**src/rtl/nibble_serial_addsub_ctrl_if.sv**
```systemverilog
// Request/result handshake bundle for the nibble-serial add/subtract controller.
interface nibble_serial_addsub_ctrl_if #(
  parameter int unsigned NIBBLES = 2
);
  localparam int unsigned W = 4 * NIBBLES;

  logic         in_valid;
  logic         in_ready;
  logic [W-1:0] op_a;
  logic [W-1:0] op_b;
  logic         sub;
  logic         out_valid;
  logic         out_ready;
  logic [W-1:0] result;
  logic         carry_out;
  logic         overflow;
  logic         zero;

  modport master (
    output in_valid, op_a, op_b, sub, out_ready,
    input  in_ready, out_valid, result, carry_out, overflow, zero
  );

  modport slave (
    input  in_valid, op_a, op_b, sub, out_ready,
    output in_ready, out_valid, result, carry_out, overflow, zero
  );
endinterface

```
**src/rtl/nibble_serial_addsub_ctrl.sv**
```systemverilog
// Runs a W-bit add/subtract through an external 4-bit adder, one nibble per
// cycle LSB first, with the inter-nibble carry held in a register.
module nibble_serial_addsub_ctrl #(
  parameter int unsigned NIBBLES = 2
) (
  input  logic                         clk,
  input  logic                         rst_n,
  nibble_serial_addsub_ctrl_if.slave   bus,
  output logic [3:0]                   add_a,
  output logic [3:0]                   add_b,
  output logic                         add_cin,
  input  logic [3:0]                   add_sum,
  input  logic                         add_cout
);
  localparam int unsigned W  = 4 * NIBBLES;
  localparam int unsigned IW = (NIBBLES > 1) ? $clog2(NIBBLES) : 1;

  typedef enum logic [1:0] {IDLE, RUN, DONE} state_t;

  state_t         state, state_d;
  logic [IW-1:0]  idx, idx_d;
  logic [W-1:0]   a_r, a_d;
  logic [W-1:0]   b_r, b_d;
  logic           c_r, c_d;
  logic [W-1:0]   res_r, res_d;
  logic           load;

  // Next-state, datapath update and adder drive
  always_comb begin
    state_d = state;
    idx_d   = idx;
    a_d     = a_r;
    b_d     = b_r;
    c_d     = c_r;
    res_d   = res_r;
    load    = 1'b0;
    add_a   = 4'h0;
    add_b   = 4'h0;
    add_cin = 1'b0;
    case (state)
      IDLE: begin
        if (bus.in_valid) begin
          a_d     = bus.op_a;
          b_d     = bus.op_b ^ {W{bus.sub}};
          c_d     = bus.sub;
          idx_d   = '0;
          state_d = RUN;
        end
      end
      RUN: begin
        add_a                = a_r[4*idx +: 4];
        add_b                = b_r[4*idx +: 4];
        add_cin              = c_r;
        res_d[4*idx +: 4]    = add_sum;
        c_d                  = add_cout;
        if (idx == IW'(NIBBLES - 1)) begin
          idx_d   = '0;
          load    = 1'b1;
          state_d = DONE;
        end else begin
          idx_d = idx + IW'(1);
        end
      end
      DONE: begin
        if (bus.out_ready) state_d = IDLE;
      end
      default: state_d = IDLE;
    endcase
  end

  // State, operand and result registers
  always_ff @(posedge clk or negedge rst_n) begin
    if (!rst_n) begin
      state         <= IDLE;
      idx           <= '0;
      a_r           <= '0;
      b_r           <= '0;
      c_r           <= 1'b0;
      res_r         <= '0;
      bus.in_ready  <= 1'b1;
      bus.out_valid <= 1'b0;
      bus.result    <= '0;
      bus.carry_out <= 1'b0;
      bus.overflow  <= 1'b0;
      bus.zero      <= 1'b0;
    end else begin
      state         <= state_d;
      idx           <= idx_d;
      a_r           <= a_d;
      b_r           <= b_d;
      c_r           <= c_d;
      res_r         <= res_d;
      bus.in_ready  <= (state_d == IDLE);
      bus.out_valid <= (state_d == DONE);
      if (load) begin
        bus.result    <= res_d;
        bus.carry_out <= add_cout;
        // b_r already holds ~B for subtract, so one rule covers both ops
        bus.overflow  <= (a_r[W-1] == b_r[W-1]) && (add_sum[3] != a_r[W-1]);
        bus.zero      <= (res_d == '0);
      end
    end
  end
endmodule
```
**src/flat_wrapper.sv**
```systemverilog
// flat-port wrapper written by rule: the top's interface ports become plain ports
module nibble_serial_addsub_ctrl_flat 
#(
  parameter int unsigned NIBBLES = 2
)
  (clk, rst_n, add_a, add_b, add_cin, add_sum, add_cout, bus_in_valid, bus_op_a, bus_op_b, bus_sub, bus_out_ready, bus_in_ready, bus_out_valid, bus_result, bus_carry_out, bus_overflow, bus_zero);
  nibble_serial_addsub_ctrl_if #(.NIBBLES(NIBBLES)) bus_i ();
  input  logic clk;
  input  logic rst_n;
  output logic [3:0] add_a;
  output logic [3:0] add_b;
  output logic add_cin;
  input  logic [3:0] add_sum;
  input  logic add_cout;
  input wire logic [$bits(bus_i.in_valid)-1:0] bus_in_valid;
  input wire logic [$bits(bus_i.op_a)-1:0] bus_op_a;
  input wire logic [$bits(bus_i.op_b)-1:0] bus_op_b;
  input wire logic [$bits(bus_i.sub)-1:0] bus_sub;
  input wire logic [$bits(bus_i.out_ready)-1:0] bus_out_ready;
  output wire logic [$bits(bus_i.in_ready)-1:0] bus_in_ready;
  output wire logic [$bits(bus_i.out_valid)-1:0] bus_out_valid;
  output wire logic [$bits(bus_i.result)-1:0] bus_result;
  output wire logic [$bits(bus_i.carry_out)-1:0] bus_carry_out;
  output wire logic [$bits(bus_i.overflow)-1:0] bus_overflow;
  output wire logic [$bits(bus_i.zero)-1:0] bus_zero;
  assign bus_i.in_valid = bus_in_valid;
  assign bus_i.op_a = bus_op_a;
  assign bus_i.op_b = bus_op_b;
  assign bus_i.sub = bus_sub;
  assign bus_i.out_ready = bus_out_ready;
  assign bus_in_ready = bus_i.in_ready;
  assign bus_out_valid = bus_i.out_valid;
  assign bus_result = bus_i.result;
  assign bus_carry_out = bus_i.carry_out;
  assign bus_overflow = bus_i.overflow;
  assign bus_zero = bus_i.zero;
  nibble_serial_addsub_ctrl #(.NIBBLES(NIBBLES)) u_core (.clk(clk), .rst_n(rst_n), .bus(bus_i), .add_a(add_a), .add_b(add_b), .add_cin(add_cin), .add_sum(add_sum), .add_cout(add_cout));
endmodule
```
**config.mk**
```make
export PLATFORM = sky130hd
export DESIGN_NAME = nibble_serial_addsub_ctrl_flat
export DESIGN_NICKNAME = d
export VERILOG_FILES = /design/src/rtl/nibble_serial_addsub_ctrl_if.sv /design/src/rtl/nibble_serial_addsub_ctrl.sv /design/src/flat_wrapper.sv
export SDC_FILE = /design/constraint.sdc
export NUM_CORES = 1
export LEC_CHECK = 0
export CORE_MARGIN = 8
export CORE_UTILIZATION = 42
export DETAILED_ROUTE_END_ITERATION = 7
export PLACE_DENSITY = 0.75
export SLEW_MARGIN = 20
export SYNTH_ARGS = -nofsm -noshare
export SYNTH_HDL_FRONTEND = slang
export SYNTH_SLANG_ARGS = --single-unit
```
**constraint.sdc**
```tcl
create_clock -name clk -period 1.4 [get_ports clk]
set_input_delay 0.21 -clock clk [delete_from_list [all_inputs] [get_ports clk]]
set_output_delay 0.21 -clock clk [all_outputs]
set_load 0.005 [all_outputs]
```
* Yosys cells after proc, flatten, opt, wreduce, memory -nomap -nowiden
Index checks and enable logic that the tools add are counted.
Operators by class: eq/ne operators 6, reductions and logical operators 7, shift operators 4, bitwise logic cells 1, add/sub/neg operators 2, muxes and demuxes 16
Operators with widths (count):
- 3-bit negation with 34-bit output | 1
- 4-bit by 34-bit variable shift with 8-bit output (first input constant) | 1
- 4-bit by 34-bit indexed part select with 8-bit output | 1
- 8-bit by 4-bit indexed part select with 4-bit output | 2
- 8-bit bitwise mux | 1
- 8-bit zero test | 1
- 4-bit two-way mux | 2
- 8-bit two-way mux | 1
- 8-bit XOR | 1
- 1-bit two-way mux | 6
- 2-bit two-way mux | 3
- 2-bit case mux with 3 select lines | 1
- 2-bit equality test (second input constant) | 2
- 2-bit zero test | 2
- 1-bit case mux with 2 select lines | 2
- 2-bit AND reduction | 2
- 2-bit by 1-bit equality test with 1-bit output (second input constant) | 1
- 2-bit inequality test (second input constant) | 1
- 2-bit nonzero test | 1
- 1-bit adder (second input constant) | 1
- 1-bit equality test | 1
- 1-bit logical AND | 1
- 1-bit inequality test | 1
Word-level totals: bits of input ports 26, flip-flop bits (word level) 41, output and inout port bits 22, word-level logic and storage cells 48

* Longest topological paths before layout
Gate-level depths: netlist of the first run.
depth after elaboration 5, mapped depth 6

* Worst setup path after synthesis of the first run
Ideal clock, no wire load.
kind flip-flop to flip-flop, start reg u_core.state[0], end reg u_core.a_r[3], cell stages (with the launch flop) 5, buffers on the path 2, data arrival time 1266 ps, path slack 6 ps, required time 1273 ps, period minus slack after synthesis 1394 ps, cells stage by stage dfrtp_1 > buf_6 > nor3b_4 > buf_6 > mux2_1
On the way: cells in the longest elaborated chain, start to end 2
Ends and longest elaborated chain:
- from (decl) | line nibble_serial_addsub_ctrl.sv:20 | state_t state, state_d;
- from (signal assigned) | line nibble_serial_addsub_ctrl.sv:87 | state <= state_d;
- 2-bit zero test | line nibble_serial_addsub_ctrl.sv:40 | case (state)
- 2-bit AND reduction (no source line)
- to (signal assigned) | line nibble_serial_addsub_ctrl.sv:76 | a_r <= '0;
- to (signal assigned) | line nibble_serial_addsub_ctrl.sv:89 | a_r <= a_d;
- to (decl) | line nibble_serial_addsub_ctrl.sv:22 | logic [W-1:0] a_r, a_d;
Every way passes these cells. A chain may end at the register's enable or synchronous reset.

* Final worst setup path of the first run
start reg u_core.idx, end out add_b[2]
On the way: cells in the longest elaborated chain, start to end 2
Ends and longest elaborated chain:
- from (decl) | line nibble_serial_addsub_ctrl.sv:21 | logic [IW-1:0] idx, idx_d;
- from (signal assigned) | line nibble_serial_addsub_ctrl.sv:88 | idx <= idx_d;
- 8-bit by 4-bit indexed part select with 4-bit output | line nibble_serial_addsub_ctrl.sv:52 | add_b = b_r[4*idx +: 4];
- 4-bit two-way mux | line nibble_serial_addsub_ctrl.sv:40
- to (decl) | line flat_wrapper.sv:11 | output logic [3:0] add_b;
Every way passes these cells.

==> run_results.csv, run 1 <==
group,metric,value,unit
critical_path,path_class,"flip-flop to primary output",
die,ios,48,
clock_tree,cts_tree,"done",
sta,period_share,110,%
sta,worst_slew_pin_slew,432,ps
layout,syn2layout_area_growth,57.4,%
clock_tree,cts_buffers,5,
sta,relSlewSlack,71.2,%
critical_path,worstPathArrival,1330,ps
outcome,status,"complete, but fails checks",
sta,period_needed,1540,ps
critical_path,critPathLaunchType,"flip-flop",
yosys,synth_top_area_cell,"dfrtp_1",
clock_tree,clk_pin_slew_worst_paths,80,ps
layout,final_core_util,67.6,%
die,start_util,43.0,%
drt,drc,0,
global_route,grt_max_degree,22,
sta,layout_setup_ws,-136,ps
critical_path,end_kind,"primary output",
sta,skew,8.36,ps
critical_path,worstPathRequired,1190,ps
sta,setup_viol,15,
clock_tree,clock-root-buffer,"clkbuf_8",
sta,fin_setup_tns,-1000,ps
place,dpl.hpwl,2840,um
drt,routed.top_layer,"met4",
outcome,violations,"setup timing",
clock_tree,clock_latency,300,ps
drt,drtAntennaViolNets,0,
drt,dr.pass1.iters,4,
yosys,yosysSeqAreaShare,55.1,%
global_route,grtUsageTotal,14.0,%
pwr,power.density,2250,nW/um^2
job,drv_cap,0,
pwr,p_leak,1.24,nW
yosys,synth_warnings,0,
die,die_x,79.3,um
yosys,netlist.area_leader.share,53.6,%
drt,routed-wl-met3,301,um
yosys,postSynthAreaPerCell,12.2,um^2
drt,viasPerCell,5.03,
clock_tree,cts_max_level,2,
drt,routed_wl,4350,um
die,core,3910,um^2
yosys,ys_top_cells_by_area,"dfrtp_1 54%, mux2_2 11%, nor2_1 4.9%, mux2i_1 4.8%, xnor2_1 4.2%",
hold_path,hp-class,"input port to async pin",
global_route,grt_antenna_before_repair,0,
global_route,overflow,0,
layout,final_nets,238,
layout,drive_above_1_share,41.3,%
die,die-area,6280,um^2
sta,finalHoldViolations,0,
place,io_buffer_count,47,
yosys,netlist_area,1680,um^2
yosys,synth_cells,138,
global_route,grt_pass1_wl,6890,um
drt,drt_iter0_drc,105,
critical_path,crit_fanout,6,
yosys,synth-seq-cells,37,
sta,slew_viol_final,0,
pwr,ir_drop,1.48,mV
drt,wl_met1,1820,um
sta,fmax,651,MHz
clock_tree,cts.sinks,37,
drt,vias,1322,
yosys,syn-num-nets,164,
die,num_rows,23,
drt,avgRoutedWirePerCell,16.6,um
yosys,ys_types,24,
clock_tree,clockBufferDepth,2,
place,gp_congestion,0.791,
sta,rsz0062_at_grt,"true",
die,die_h,79.3,um
layout,diodes,0,
global_route,grt_pass1_vias,1418,
drt,met2WireLength,2170,um
layout,fill_cells,281,
[cell type report]
type | instances | area (um^2) | area share [%]
clock buffer | 5 | 68.8 | 2.60
multi-input combinational | 91 | 816 | 30.8
tap | 50 | 62.6 | 2.36
inverter | 2 | 7.51 | 0.284
clock inverter | 3 | 17.5 | 0.662
timing repair buffer | 75 | 748 | 28.3
sequential | 37 | 927 | 35.0
[cell usage in the layout (no fill, tap or decap), drive strengths merged]
cell type,instances
nor3b,1
dlygate4sd2,1
a21oi,10
dlygate4sd3,1
dfstp,1
clkinv,2
nand3b,2
nand2,3
dfrtp,36
clkdlybuf4s15,1
clkdlybuf4s50,29
xnor2,8
o21ai,6
dlymetal6s2s,7
nor2b,1
mux2i,8
nor2,22
clkinvlp,1
and3b,1
clkbuf,8
inv,2
a221oi,1
o22a,1
nand2b,3
o22ai,1
buf,33
mux2,21
nor4,2
[synth_stat cells]
master / number
nor4_1: 2
o22a_1: 1
xnor2_1: 8
mux2_1: 4
buf_4: 1
and3b_1: 1
o22ai_1: 1
nor2_1: 22
buf_6: 5
a221oi_1: 1
inv_1: 2
nand3b_4: 1
dfrtp_1: 36
dfstp_2: 1
mux2i_1: 8
clkbuf_1: 1
nor2b_1: 1
mux2_2: 17
nand2b_1: 3
a21oi_1: 10
nor3b_4: 1
o21ai_0: 6
buf_2: 2
nand2_1: 3
[per-layer routing]
layer | vias up | track usage, %
met5 | - | 0
met2 | 48 | 22.4
met1 | 653 | 16.4
met3 | 7 | 6.66
li1 | 614 | -
met4 | 0 | 3.89
[power by group]
group	switching, mW	internal [mW]
Clock	0.396	0.343
Sequential	0.373	1.61
Combinational	1.27	1.96
[worst max-delay path, stage by stage (launching register included)]
cell     delay (ps)
dfrtp_1         420
buf_12          150
buf_4           130
mux2i_1         150
nor2_1           60
buf_2           120
[state kept, by name, indices dropped and copies added (netlist names)]
name and count:
u_core.a_r 8, u_core.b_r 8, u_core.bus.carry_out 1, u_core.bus.in_ready 1, u_core.bus.out_valid 1, u_core.bus.overflow 1, u_core.bus.result 8, u_core.bus.zero 1
u_core.c_r 1, u_core.idx 1, u_core.res_r 4, u_core.state 2
[cells by family (layout without fill, tap and decap cells)]
logic type	Yosys count	in the layout	share of synthesized area [%]
AOI/OAI and AO/OA	19	19	6.18
and+or+nand+nor	34	35	10.6
DFF	37	37	55.1
muxes	29	29	18.8
xor gates and xnor gates	8	8	4.17
buffers and inverters	11	85	5.06
[per-stage QoR]
| step | cells | power [mW] | area [um^2] | setup slack (ps) | hold slack, ps |
|---|---|---|---|---|---|
| final | 263 | 5.95 | 2650 | -136 | 381 |
| after global routing | 263 | 6.33 | 2650 | -212 | 424 |
| after CTS | 259 | 5.67 | 2530 | -190 | 389 |
| after detailed placement | 239 | 4.45 | 2270 | -246 | 170 |
| after global placement | 239 | 4.34 | 2270 | -199 | 153 |
| after floorplan | 138 | 3.24 | 1680 | 6.22 | -85.6 |
[path summary, 6_finish.rpt]
kind	from	endpoint	slack (ps)	cells after the start
hold / removal	rst_n	u_core.c_r$_DFFE_PN0P_	380	2
hold reg to reg	u_core.bus.overflow$_DFFE_PN0P_	u_core.bus.overflow$_DFFE_PN0P_	500	2
max in group asynchronous	rst_n	u_core.bus.result[6]$_DFFE_PN0P_	560	3
setup / recovery	u_core.idx$_DFFE_PN0P_	add_b[2]	-140	5
setup reg to reg	u_core.state[1]$_DFF_PN0_	u_core.res_r[1]$_DFF_PN0_	-20	6
min in group clk	u_core.bus.overflow$_DFFE_PN0P_	u_core.bus.overflow$_DFFE_PN0P_	500	2
[repair_timing]
| item | CTS | global route |
|---|---|---|
| resized for setup | 56 | 37 |
| endpoints found under the setup margin | 16 | 43 |
| cloned | 1 | 2 |
| setup buffers | 10 | 5 |
| pin swaps | 4 | 5 |
| hold endpoints to repair | 15 | 0 |
| hold buffers | 1 | 0 |
Note: power is estimated with default switching activity, not from simulation.
==> run 2, diff against run 1 <==
--- a/config.mk
+++ b/config.mk
@@ -5,7 +5,7 @@
 export SDC_FILE = /design/constraint.sdc
 export NUM_CORES = 1
 export LEC_CHECK = 0
-export CORE_MARGIN = 8
+export CORE_MARGIN = 5
 export CORE_UTILIZATION = 42
 export DETAILED_ROUTE_END_ITERATION = 7
 export PLACE_DENSITY = 0.75
==> run_results.csv, run 2 (same netlist as run 1, synthesis figures left out) <==
group,metric,value,unit
layout,drive_above_1_share,30.5,%
drt,drt_iter0_drc,38,
critical_path,regToRegSetupSlack,-20,ps
critical_path,crit_fanout,2,
place,placed_cell_area,2250,um^2
layout,fin_cells,253,
global_route,grtUsageMet2,24.8,%
critical_path,reg2reg_depth,4,
place,io_buffer_count,47,
global_route,grt_pass1_wl,5820,um
layout,diodes,0,
die,start_util,42.7,%
global_route,grt_pass1_vias,1244,
critical_path,end_kind,"primary output",
critical_path,critPathSlowestCell,"dfrtp_2",
sta,relSlewSlack,59.7,%
critical_path,critical_path.top_delay_family,"flip-flops",
critical_path,path_class,"flip-flop to primary output",
die,die-area,5370,um^2
die,die_x,73.3,um
global_route,grt_antenna_before_repair,0,
global_route,grt_util_met3,4.24,%
critical_path,worstPathRequired,1190,ps
die,num_rows,23,
sta,worst_slew_pin_slew,604,ps
layout,final_common_cell,"dfrtp_1",
pwr,ir_drop,1.15,mV
clock_tree,clock-root-buffer,"clkbuf_8",
critical_path,worstPathArrival,1230,ps
sta,period_share,103,%
outcome,status,"complete, but fails checks",
global_route,overflow,0,
drt,viasPerCell,4.92,
place,gp_congestion,0.783,
layout,final_nets,229,
clock_tree,cts_buffers,5,
sta,slew_viol_final,0,
clock_tree,clk_pin_slew_worst_paths,70,ps
layout,fill_cells,303,
die,ios,48,
sta,setup_viol,14,
clock_tree,cts_tree,"done",
critical_path,cp_num_buf_inv,2,
clock_tree,clockBufferDepth,2,
sta,fmax,692,MHz
layout,syn2layout_area_growth,45.0,%
die,die_h,73.3,um
drt,vias,1244,
sta,finalHoldViolations,0,
drt,routed_wl,3660,um
hold_path,hp-class,"input port to async pin",
sta,skew,7.12,ps
place,dp.cells,239,
layout,final_cell_mix,"35 x dfrtp_1, 34 x clkdlybuf4s50_1, 19 x nor2_1",
drt,drtAntennaViolNets,0,
layout,final_core_util,61.9,%
clock_tree,cts.sinks,37,
die,core,3940,um^2
job,drv_cap,0,
global_route,grtUsageTotal,14.3,%
critical_path,crit_chain,"clkbuf_16 > mux2i_2 > nor2_2 > buf_2",
sta,layout_setup_ws,-44.5,ps
critical_path,r2r_start,"u_core.state[0]$_DFF_PN0_",
clock_tree,clock_latency,290,ps
pwr,p_leak,1.09,nW
sta,period_needed,1440,ps
clock_tree,cts_max_level,2,
outcome,violations,"setup timing",
critical_path,critPathLaunchType,"flip-flop",
place,dpl.hpwl,2640,um
global_route,grt_max_degree,28,
layout,biggestRegsByFlops,"u_core.a_r: 8 flops, u_core.b_r: 8 flops, u_core.bus.result: 8 flops",
pwr,power.density,2180,nW/um^2
drt,dr.pass1.iters,4,
layout,post-route-cell-area,2440,um^2
global_route,busiest_layer,"met2",
global_route,gr-usage-met1,17.0,%
critical_path,cpPeakStageDelay,440,ps
sta,rsz0062_at_grt,"true",
drt,avgRoutedWirePerCell,14.4,um
drt,drc,0,
critical_path,r2r_end,"u_core.a_r[2]$_DFFE_PN0P_",
-- run 2: cell types whose count changed in the layout (fill, tap and decap cells not counted), moves of 6 or more --
cell / previous run / this run
mux2_4: 12 / 3
a21oi_1: 4 / 10
a21oi_2: 6 / 0
nor2_1: 13 / 19
nor2_4: 6 / 0
-- run 2: worst register-to-register path, cell delays in order (launching register included) --
cell     delay [ps]
dfrtp_1         420
buf_6           160
nor3b_4         230
buf_12          170
mux2_2          340
-- run 2: layout make-up --
type / instances / area (um^2) / share of cell area [%]
clock buffer: 6 / 82.6 / 3.39
clock inverter: 1 / 7.51 / 0.308
inverter: 2 / 7.51 / 0.308
multi-input combinational: 91 / 711 / 29.1
sequential: 37 / 928 / 38.1
tap: 50 / 62.6 / 2.57
timing repair buffer: 66 / 639 / 26.2
-- run 2: power breakdown --
group | switching (mW) | leakage, nW | total, mW | internal, mW
Combinational | 1.05 | 0.614 | 2.64 | 1.59
Sequential | 0.308 | 0.433 | 1.92 | 1.62
Clock | 0.365 | 0.0433 | 0.754 | 0.389
-- run 2: worst max path at each step --
stage                               from                        end  cells past startpoint
2_1_floorplan  u_core.state[0]$_DFF_PN0_  u_core.a_r[3]$_DFFE_PN0P_                      4
3_3_place_gp                bus_in_valid  u_core.a_r[2]$_DFFE_PN0P_                      4
3_5_place_dp                bus_in_valid  u_core.b_r[5]$_DFFE_PN0P_                      6
4_1_cts           u_core.idx$_DFFE_PN0P_                   add_a[0]                      4
5_1_grt           u_core.idx$_DFFE_PN0P_                   add_a[3]                      4
6_report          u_core.idx$_DFFE_PN0P_                   add_b[0]                      4
-- run 2: stage by stage --
step | setup TNS [ps] | total power, mW | hold WS (ps) | setup slack [ps]
2_1_floorplan | 0 | 3.24 | -85.6 | 6.22
3_3_place_gp | -2570 | 4.30 | 240 | -125
4_1_cts | -501 | 5.26 | 477 | -91.1
5_1_grt | -1150 | 5.70 | 514 | -126
6_report | -243 | 5.32 | 467 | -44.5
3_5_place_dp | -2690 | 4.41 | 249 | -130
-- run 2: routing by layer --
metal  wire, um  vias up
li1           -      598
met1       1520      604
met2       1830       37
met3        251        5
met4         49        0
met5          0        -
-- run 2: repair_timing --
action	CTS	global route
hold buffers	1	0
pin swaps	5	2
buffers inserted	1	3
endpoints found under the hold margin	24	0
endpoints found under the setup margin	10	35
cloned	1	1
resized for setup	49	8
